## config.mk

```make
export PLATFORM = sky130hd
export DESIGN_NAME = ram_stream_reader
export DESIGN_NICKNAME = d
export VERILOG_FILES = /design/src/rtl/ram_stream_reader.sv
export SDC_FILE = /design/constraint.sdc
export NUM_CORES = 1
export LEC_CHECK = 0
export CAP_MARGIN = 10
export CORE_MARGIN = 8
export CORE_UTILIZATION = 40
export CTS_BUF_LIST = sky130_fd_sc_hd__clkbuf_16
export DETAILED_ROUTE_END_ITERATION = 16
export HOLD_SLACK_MARGIN = 0.03
export PLACE_DENSITY = 0.65
export SKIP_CTS_REPAIR_TIMING = 1
export SLEW_MARGIN = 40
export SYNTH_ARGS = -nofsm -noshare
export SYNTH_HDL_FRONTEND = slang
export SYNTH_SLANG_ARGS = --single-unit
```

## constraint.sdc

```tcl
create_clock -name clk_i -period 2.5 [get_ports clk_i]
set_input_delay 0.25 -clock clk_i [delete_from_list [all_inputs] [get_ports clk_i]]
set_output_delay 0.25 -clock clk_i [all_outputs]
set_load 0.02 [all_outputs]
```

## src/rtl/ram_stream_reader.sv

```systemverilog
// Streams a contiguous block RAM address range out on a valid/ready master.
// Ports: clk_i/rstn_i, start_i/start_address_i/length_i request, busy_o/done_o
// status, ram_rd_* to the RAM read port, m_* stream master.
module ram_stream_reader #(
  parameter int DATA_WIDTH    = 8,
  parameter int ADDRESS_WIDTH = 8
) (
  input  logic                     clk_i,
  input  logic                     rstn_i,
  input  logic                     start_i,
  input  logic [ADDRESS_WIDTH-1:0] start_address_i,
  input  logic [ADDRESS_WIDTH:0]   length_i,
  output logic                     busy_o,
  output logic                     done_o,
  output logic [ADDRESS_WIDTH-1:0] ram_rd_address_o,
  output logic                     ram_rd_enable_o,
  input  logic [DATA_WIDTH-1:0]    ram_rd_data_i,
  input  logic                     ram_rd_valid_i,
  output logic [DATA_WIDTH-1:0]    m_data_o,
  output logic                     m_valid_o,
  output logic                     m_last_o,
  input  logic                     m_ready_i
);

  localparam logic [1:0] S_IDLE  = 2'd0;
  localparam logic [1:0] S_READ  = 2'd1;
  localparam logic [1:0] S_DRAIN = 2'd2;

  localparam logic [ADDRESS_WIDTH-1:0] ONE_A = 1;
  localparam logic [ADDRESS_WIDTH:0]   ONE_R = 1;
  localparam logic [ADDRESS_WIDTH:0]   ZERO_R = '0;

  logic [1:0]               r_state;
  logic [ADDRESS_WIDTH-1:0] r_addr;
  logic [ADDRESS_WIDTH:0]   r_remaining;
  logic                     r_inflight;
  logic                     r_last_d;
  logic                     r_done;
  logic [DATA_WIDTH-1:0]    r_fifo_data [2];
  logic [1:0]               r_fifo_last;
  logic                     r_wptr;
  logic                     r_rptr;
  logic [1:0]               r_count;

  logic w_pop;
  logic w_wr;
  logic w_issue;
  logic w_issue_last;
  logic w_start_go;
  logic w_start_zero;
  logic w_end;

  assign m_valid_o = (r_count != 2'd0);
  assign m_data_o  = r_fifo_data[r_rptr];
  assign m_last_o  = r_fifo_last[r_rptr];
  assign w_pop     = m_valid_o && m_ready_i;

  // Credit: buffered + in flight - leaving this cycle must stay below 2.
  assign w_issue = (r_state == S_READ) &&
    (({1'b0, r_count} + {2'b00, r_inflight}) < (3'd2 + {2'b00, w_pop}));
  assign w_issue_last = w_issue && (r_remaining == ONE_R);

  // Capture only responses to reads issued since reset, dropping stale ones.
  assign w_wr = ram_rd_valid_i && r_inflight;

  assign w_start_go   = (r_state == S_IDLE) && start_i && (length_i != ZERO_R);
  assign w_start_zero = (r_state == S_IDLE) && start_i && (length_i == ZERO_R);
  assign w_end        = (r_state == S_DRAIN) && w_pop && m_last_o;

  assign ram_rd_enable_o  = w_issue;
  assign ram_rd_address_o = r_addr;
  assign busy_o           = (r_state != S_IDLE);
  assign done_o           = r_done;

  always_ff @(posedge clk_i or negedge rstn_i) begin
    if (!rstn_i) begin
      r_state     <= S_IDLE;
      r_addr      <= '0;
      r_remaining <= '0;
      r_inflight  <= 1'b0;
      r_last_d    <= 1'b0;
      r_done      <= 1'b0;
    end else begin
      r_inflight <= w_issue;
      r_last_d   <= w_issue_last;
      r_done     <= w_start_zero || w_end;
      unique case (r_state)
        S_IDLE: begin
          if (w_start_go) begin
            r_addr      <= start_address_i;
            r_remaining <= length_i;
            r_state     <= S_READ;
          end
        end
        S_READ: begin
          if (w_issue) begin
            r_addr      <= r_addr + ONE_A;
            r_remaining <= r_remaining - ONE_R;
            if (w_issue_last) r_state <= S_DRAIN;
          end
        end
        S_DRAIN: begin
          if (w_end) r_state <= S_IDLE;
        end
        default: r_state <= S_IDLE;
      endcase
    end
  end

  always_ff @(posedge clk_i or negedge rstn_i) begin
    if (!rstn_i) begin
      r_fifo_data[0] <= '0;
      r_fifo_data[1] <= '0;
      r_fifo_last    <= 2'b00;
      r_wptr         <= 1'b0;
      r_rptr         <= 1'b0;
      r_count        <= 2'd0;
    end else begin
      if (w_wr) begin
        r_fifo_data[r_wptr] <= ram_rd_data_i;
        r_fifo_last[r_wptr] <= r_last_d;
        r_wptr              <= ~r_wptr;
      end
      if (w_pop) r_rptr <= ~r_rptr;
      if (w_wr && !w_pop)      r_count <= r_count + 2'd1;
      else if (!w_wr && w_pop) r_count <= r_count - 2'd1;
    end
  end

  a_no_overflow: assert property (@(posedge clk_i) disable iff (!rstn_i)
    !(w_wr && !w_pop && (r_count == 2'd2)));

endmodule

```

Word-level counts from Yosys, hierarchy flattened
Index checks and enable logic that the tools add are counted.
- reductions and logical operators: 25
- bitwise gates (word level): 4
- mux-type cells: 24
- equality and inequality tests: 7
- $add $sub $neg: 6
- $lt $le $gt $ge: 7
- operator list (operator ; number):
    $mux W8 ; 6
    $mux W9 ; 2
    $pmux W9 S2 ; 1
    $bwmux W16 ; 1
    $pmux W8 S2 ; 1
    $logic_and A1 B1 Y1 ; 13
    $mux W2 ; 6
    $eq A9 B1 Y1 const B ; 1
    $logic_not A9 Y1 ; 1
    $reduce_bool A9 Y1 ; 1
    $sub A9 B1 Y9 const B ; 1
    $add A8 B1 Y8 const B ; 1
    $demux W8 S1 ; 1
    $ne A2 B2 Y1 const B ; 4
    $reduce_bool A2 Y1 ; 4
    $pmux W2 S3 ; 1
    $ge A2 B2 Y1 const B ; 2
    $lt A1 B2 Y1 const B ; 2
    $not A1 Y2 ; 2
    $reduce_and A4 Y1 ; 1
    $add A2 B1 Y3 ; 1
    $add A2 B1 Y3 const A ; 1
    $lt A3 B3 Y1 ; 1
    $mux W1 ; 3
    other kinds (13) ; 15
- logic and storage cells: 85
- register bits after elaboration: 44
- output and inout port bits: 21
- input bits: 30

Depth between registers and ports, before layout
- depth after elaboration: 9
- gate-level depth with buffers: 7

Worst setup path before layout
No wires, ideal clock.
- path kind: register to register
- start point: register r_count[0]
- end point: register r_remaining[0]
- arrival: 1700 ps
- buffers on the path: 1
- library setup time: 143 ps
- stages on the path, launching flop included: 7
- path slack: 657 ps
- path through: dfrtp_1 > ha_1 > ha_1 > o21a_1 > buf_2 > nor2_1 > o32ai_1
- longest elaborated chain between the ends: 7
- elaborated cells between the ends (all ways): 8
- ends and longest elaborated chain (item ; RTL line ; source):
    start, declared ; 43 ; logic [1:0] r_count;
    start signal, assigned ; 125 ; if (w_wr && !w_pop) r_count <= r_count + 2'd1;
    start signal, assigned ; 126 ; else if (!w_wr && w_pop) r_count <= r_count - 2'd1;
    $reduce_bool A2 Y1 ; 53 ; assign m_valid_o = (r_count != 2'd0);
    $logic_and A1 B1 Y1 ; 56 ; assign w_pop = m_valid_o && m_ready_i;
    $add A2 B1 Y3 ; 60 ; (({1'b0, r_count} + {2'b00, r_inflight}) < (3'd2 + {2'b00, w_pop}));
    $lt A3 B3 Y1 * ; 60 ;
    $logic_and A1 B1 Y1 * ; 59 ; assign w_issue = (r_state == S_READ) &&
    named net ram_rd_enable_o ; 16 ; output logic ram_rd_enable_o,
    $ne A2 B2 Y1 (no line) * ; n/a ;
    $reduce_and A3 Y1 (no line) * ; n/a ;
    end signal, assigned ; 91 ; r_remaining <= length_i;
    end signal, assigned ; 98 ; r_remaining <= r_remaining - ONE_R;
    end, declared ; 35 ; logic [ADDRESS_WIDTH:0] r_remaining;
The timed path passes the listed nets; every way through them passes the cells marked *.
A chain may end at the register's enable or synchronous reset.

Final worst setup path
- start point: register r_rptr
- end point: output port m_last_o
- longest elaborated chain between the ends: 2
- ends and longest elaborated chain (item ; RTL line ; source):
    start, declared ; 42 ; logic r_rptr;
    start signal, assigned ; 124 ; if (w_pop) r_rptr <= ~r_rptr;
    $mux W1 (implied by the code) (2 in a row) ; 55 ; assign m_last_o = r_fifo_last[r_rptr];
    end, declared ; 21 ; output logic m_last_o,
Every way passes these cells. The select of a mux whose other input is x is not followed.

==> impl_metrics.json <==
{
  "p_leak_nw": 1.27,
  "max_slew_margin": 0.596,
  "detail_route.first_pass.iterations": 5,
  "crit_start": "r_rptr",
  "crit_type": "reg -> out",
  "cp-endpoint": "m_last_o",
  "internal_power_mw": 2.65,
  "setup_viol": 0,
  "initial_utilization": 0.405,
  "io_buffers": 50,
  "cts_tree": "done",
  "multi_input_area_um2": 1170,
  "clk_latency_ns": 0.28,
  "p_comb_frac": 0.517,
  "antenna_found_initial": 0,
  "syn_to_final_growth_pct": 34.4,
  "synthAdderAreaFrac": 0.0321,
  "critPathCaptureType": "output port",
  "place_inst": 343,
  "swShare": 0.390,
  "grt_pass1_vias": 2038,
  "drc": 0,
  "power.switching_mw": 1.69,
  "dieWidth_um": 92.5,
  "antenna_cells": 0,
  "final_cells": 352,
  "synth_top_area_cell": "dfrtp_1",
  "ys.flop_type": "dfrtp_1",
  "arrival_ns": 1.89,
  "grt_pass1_wl_mm": 9.98,
  "finalHoldViolCount": 0,
  "hp-class": "reg -> reg",
  "r2r_start": "r_count[0]",
  "syn-cell-area_um2": 2340,
  "busiest_layer": "met2",
  "drt_iter0_markers": 84,
  "cts_buffer_depth": 2,
  "rsz0062_at_grt": "false",
  "worstSetupStartpointType": "flip-flop",
  "die_area_um2": 8560,
  "fill_cells": 540,
  "ir_worst_vdd_v": 0.000739,
  "skew_ns": 0.00420,
  "drv_slew": 0,
  "seq_area_um2": 1100,
  "syn_nets": 255,
  "async_reset_ff_frac": 1.00,
  "ys_seq_area_frac": 0.470,
  "synth-edff-count": 0,
  "synth_top_family_by_area": "simple AND/OR/NAND/NOR gates",
  "reg2regPathDepth": 6,
  "gp_congestion": 0.896,
  "period_minus_slack_ns": 2.14,
  "syn_inst": 219,
  "regToRegEndpoint": "ram_rd_address_o[3]",
  "synth_warnings": 0,
  "dp_hpwl_mm": 4.30,
  "num_io_pins": 51,
  "synth_xor_area_frac": 0.0187,
  "grtUsageMet1": 0.183,
  "grt_start_max_net_pins": 45,
  "synth_compound_area_frac": 0.135,
  "ys_seq_elements": 44,
  "ys_top_cells_by_area": "dfrtp_1 (47%), mux2_2 (9.6%), mux2_1 (3.8%), ha_1 (3.2%), nor3_1 (2.6%)",
  "rrSetupSlack_ns": 0.52,
  "vias": 1947,
  "met3_usage": 0.0364,
  "drive_above_1_share": 0.162,
  "min_period_over_period": 0.855,
  "finalWirelength_mm": 5.76,
  "fmax_mhz": 468,
  "pwr_density_cell_nw_per_um2": 1380,
  "routedWlPerCell_um": 16.3,
  "seqPwrFrac": 0.308,
  "num-nets-final": 312,
  "synth_cell_types": 45,
  "yosys.area_share.simple": 0.174,
  "dieHeight_um": 92.5,
  "clock-root-buffer": "clkbuf_16",
  "synth_top_area_frac": 0.470,
  "grt_overflow_total": 0,
  "cts_inserted_buffers": 5,
  "required_ns": 2.25,
  "tightest_slew_ns": 0.603,
  "htree_num_levels": 2,
  "grt_util_all_layers": 0.143,
  "syn_area_per_cell_um2": 10.7,
  "path_max_fanout": 10,
  "setup_tns_ns": 0,
  "synthMuxAreaShare": 0.139,
  "clock_sinks": 44,
  "core_um2": 5780,
  "clk_pin_slew_ns": 0.06,
  "viasPerCell": 5.53,
  "p_clk_frac": 0.175,
  "ant_nets": 0,
  "grtUsageMet2": 0.234,
  "row_count": 28,
  "maxCapViolations": 0,
  "outcome": "finished, final reports clean"
}
[how the worst min path moves through the flow]
stage,slack (ns),from,depth (start not counted),to
after detailed placement,0.29,rstn_i,1,r_count[1]
final,0.48,r_wptr,1,r_wptr
after global placement,0.47,r_wptr,1,r_wptr
after global routing,0.51,r_fifo_data[8],1,r_fifo_data[8]
after floorplan,-0.05,rstn_i,0,done_o
after CTS,-0.01,rstn_i,1,r_fifo_data[5]
[cell type report]
class	count	share of cell area
clock buffer	5	0.0398
clock inverter	3	0.0147
inverter	7	0.00835
multi-input combinational	157	0.371
sequential	44	0.350
tap	75	0.0298
timing repair buffer	61	0.186
[critical path, stage by stage (launching register included)]
cell	delay (ns)
dfrtp_1	0.63
mux2_2	0.43
clkdlybuf4s50_1	0.55
[flip-flops by register name, indices dropped and copies added, names as in the netlist]
signal            count
r_fifo_data          16
r_remaining           9
ram_rd_address_o      8
r_count               2
r_fifo_last           2
r_state               2
done_o                1
r_inflight            1
r_last_d              1
r_rptr                1
r_wptr                1
[Yosys cell counts, types with 3 or more instances]
cell      count
nor4_1        6
and4_1        5
dfrtp_1      44
nor2_1       14
or4_1         3
ha_1          6
a21oi_1       9
clkbuf_1      6
mux2_2       20
a41oi_1       3
nand3_1       6
o22ai_1       3
mux2_1        8
o32a_1        6
buf_2         4
xor2_1        3
inv_1         6
nor3_1       12
nand2_1      10
a211oi_1      3
o21ai_0       6
nand2b_1      4
[cell usage in the layout (no fill, tap or decap), types with 8 or more instances in the layout]
master and instances:
clkdlybuf4s50_1 48, dfrtp_1 44, mux2_2 20, nor2_1 14, nor3_1 12, buf_4 11
nand2_1 10, a21oi_1 9, mux2_1 8
[per-stage QoR]
stage / instance area, um2 / setup slack, ns / util / total power [mW] / hold WS, ns
3_3_place_gp: 2960 / 0.288 / 0.512 / 3.57 / 0.470
5_1_grt: 3150 / 0.282 / 0.544 / 4.65 / 0.513
4_1_cts: 3130 / 0.0593 / 0.542 / 4.38 / -0.0149
3_5_place_dp: 2960 / 0.299 / 0.512 / 3.61 / 0.288
2_1_floorplan: 2340 / 0.657 / - / 2.69 / -0.0456
6_report: 3150 / 0.361 / 0.544 / 4.34 / 0.480
[per-layer routing]
| layer | vias up | wire, um |
|---|---|---|
| met5 | - | 0 |
| met4 | 0 | 36 |
| li1 | 941 | - |
| met2 | 50 | 2820 |
| met1 | 952 | 2610 |
| met3 | 4 | 287 |
[power by group through the flow]
stage,clock (mW),combinational [mW],sequential (mW)
finish,0.757,2.24,1.34
detailed placement,0,2.26,1.35
global placement,0,2.24,1.33
global route,0.814,2.45,1.39
CTS,0.775,2.27,1.34
floorplan,0,1.38,1.31
[logic make-up after synthesis]
family          Yosys count
buf+inv                  18
compound gates           44
flops                    44
mux                      29
xor+xnor                  5
fa+ha+maj                 6
simple gates             73
(Power assumes the default switching activity.)
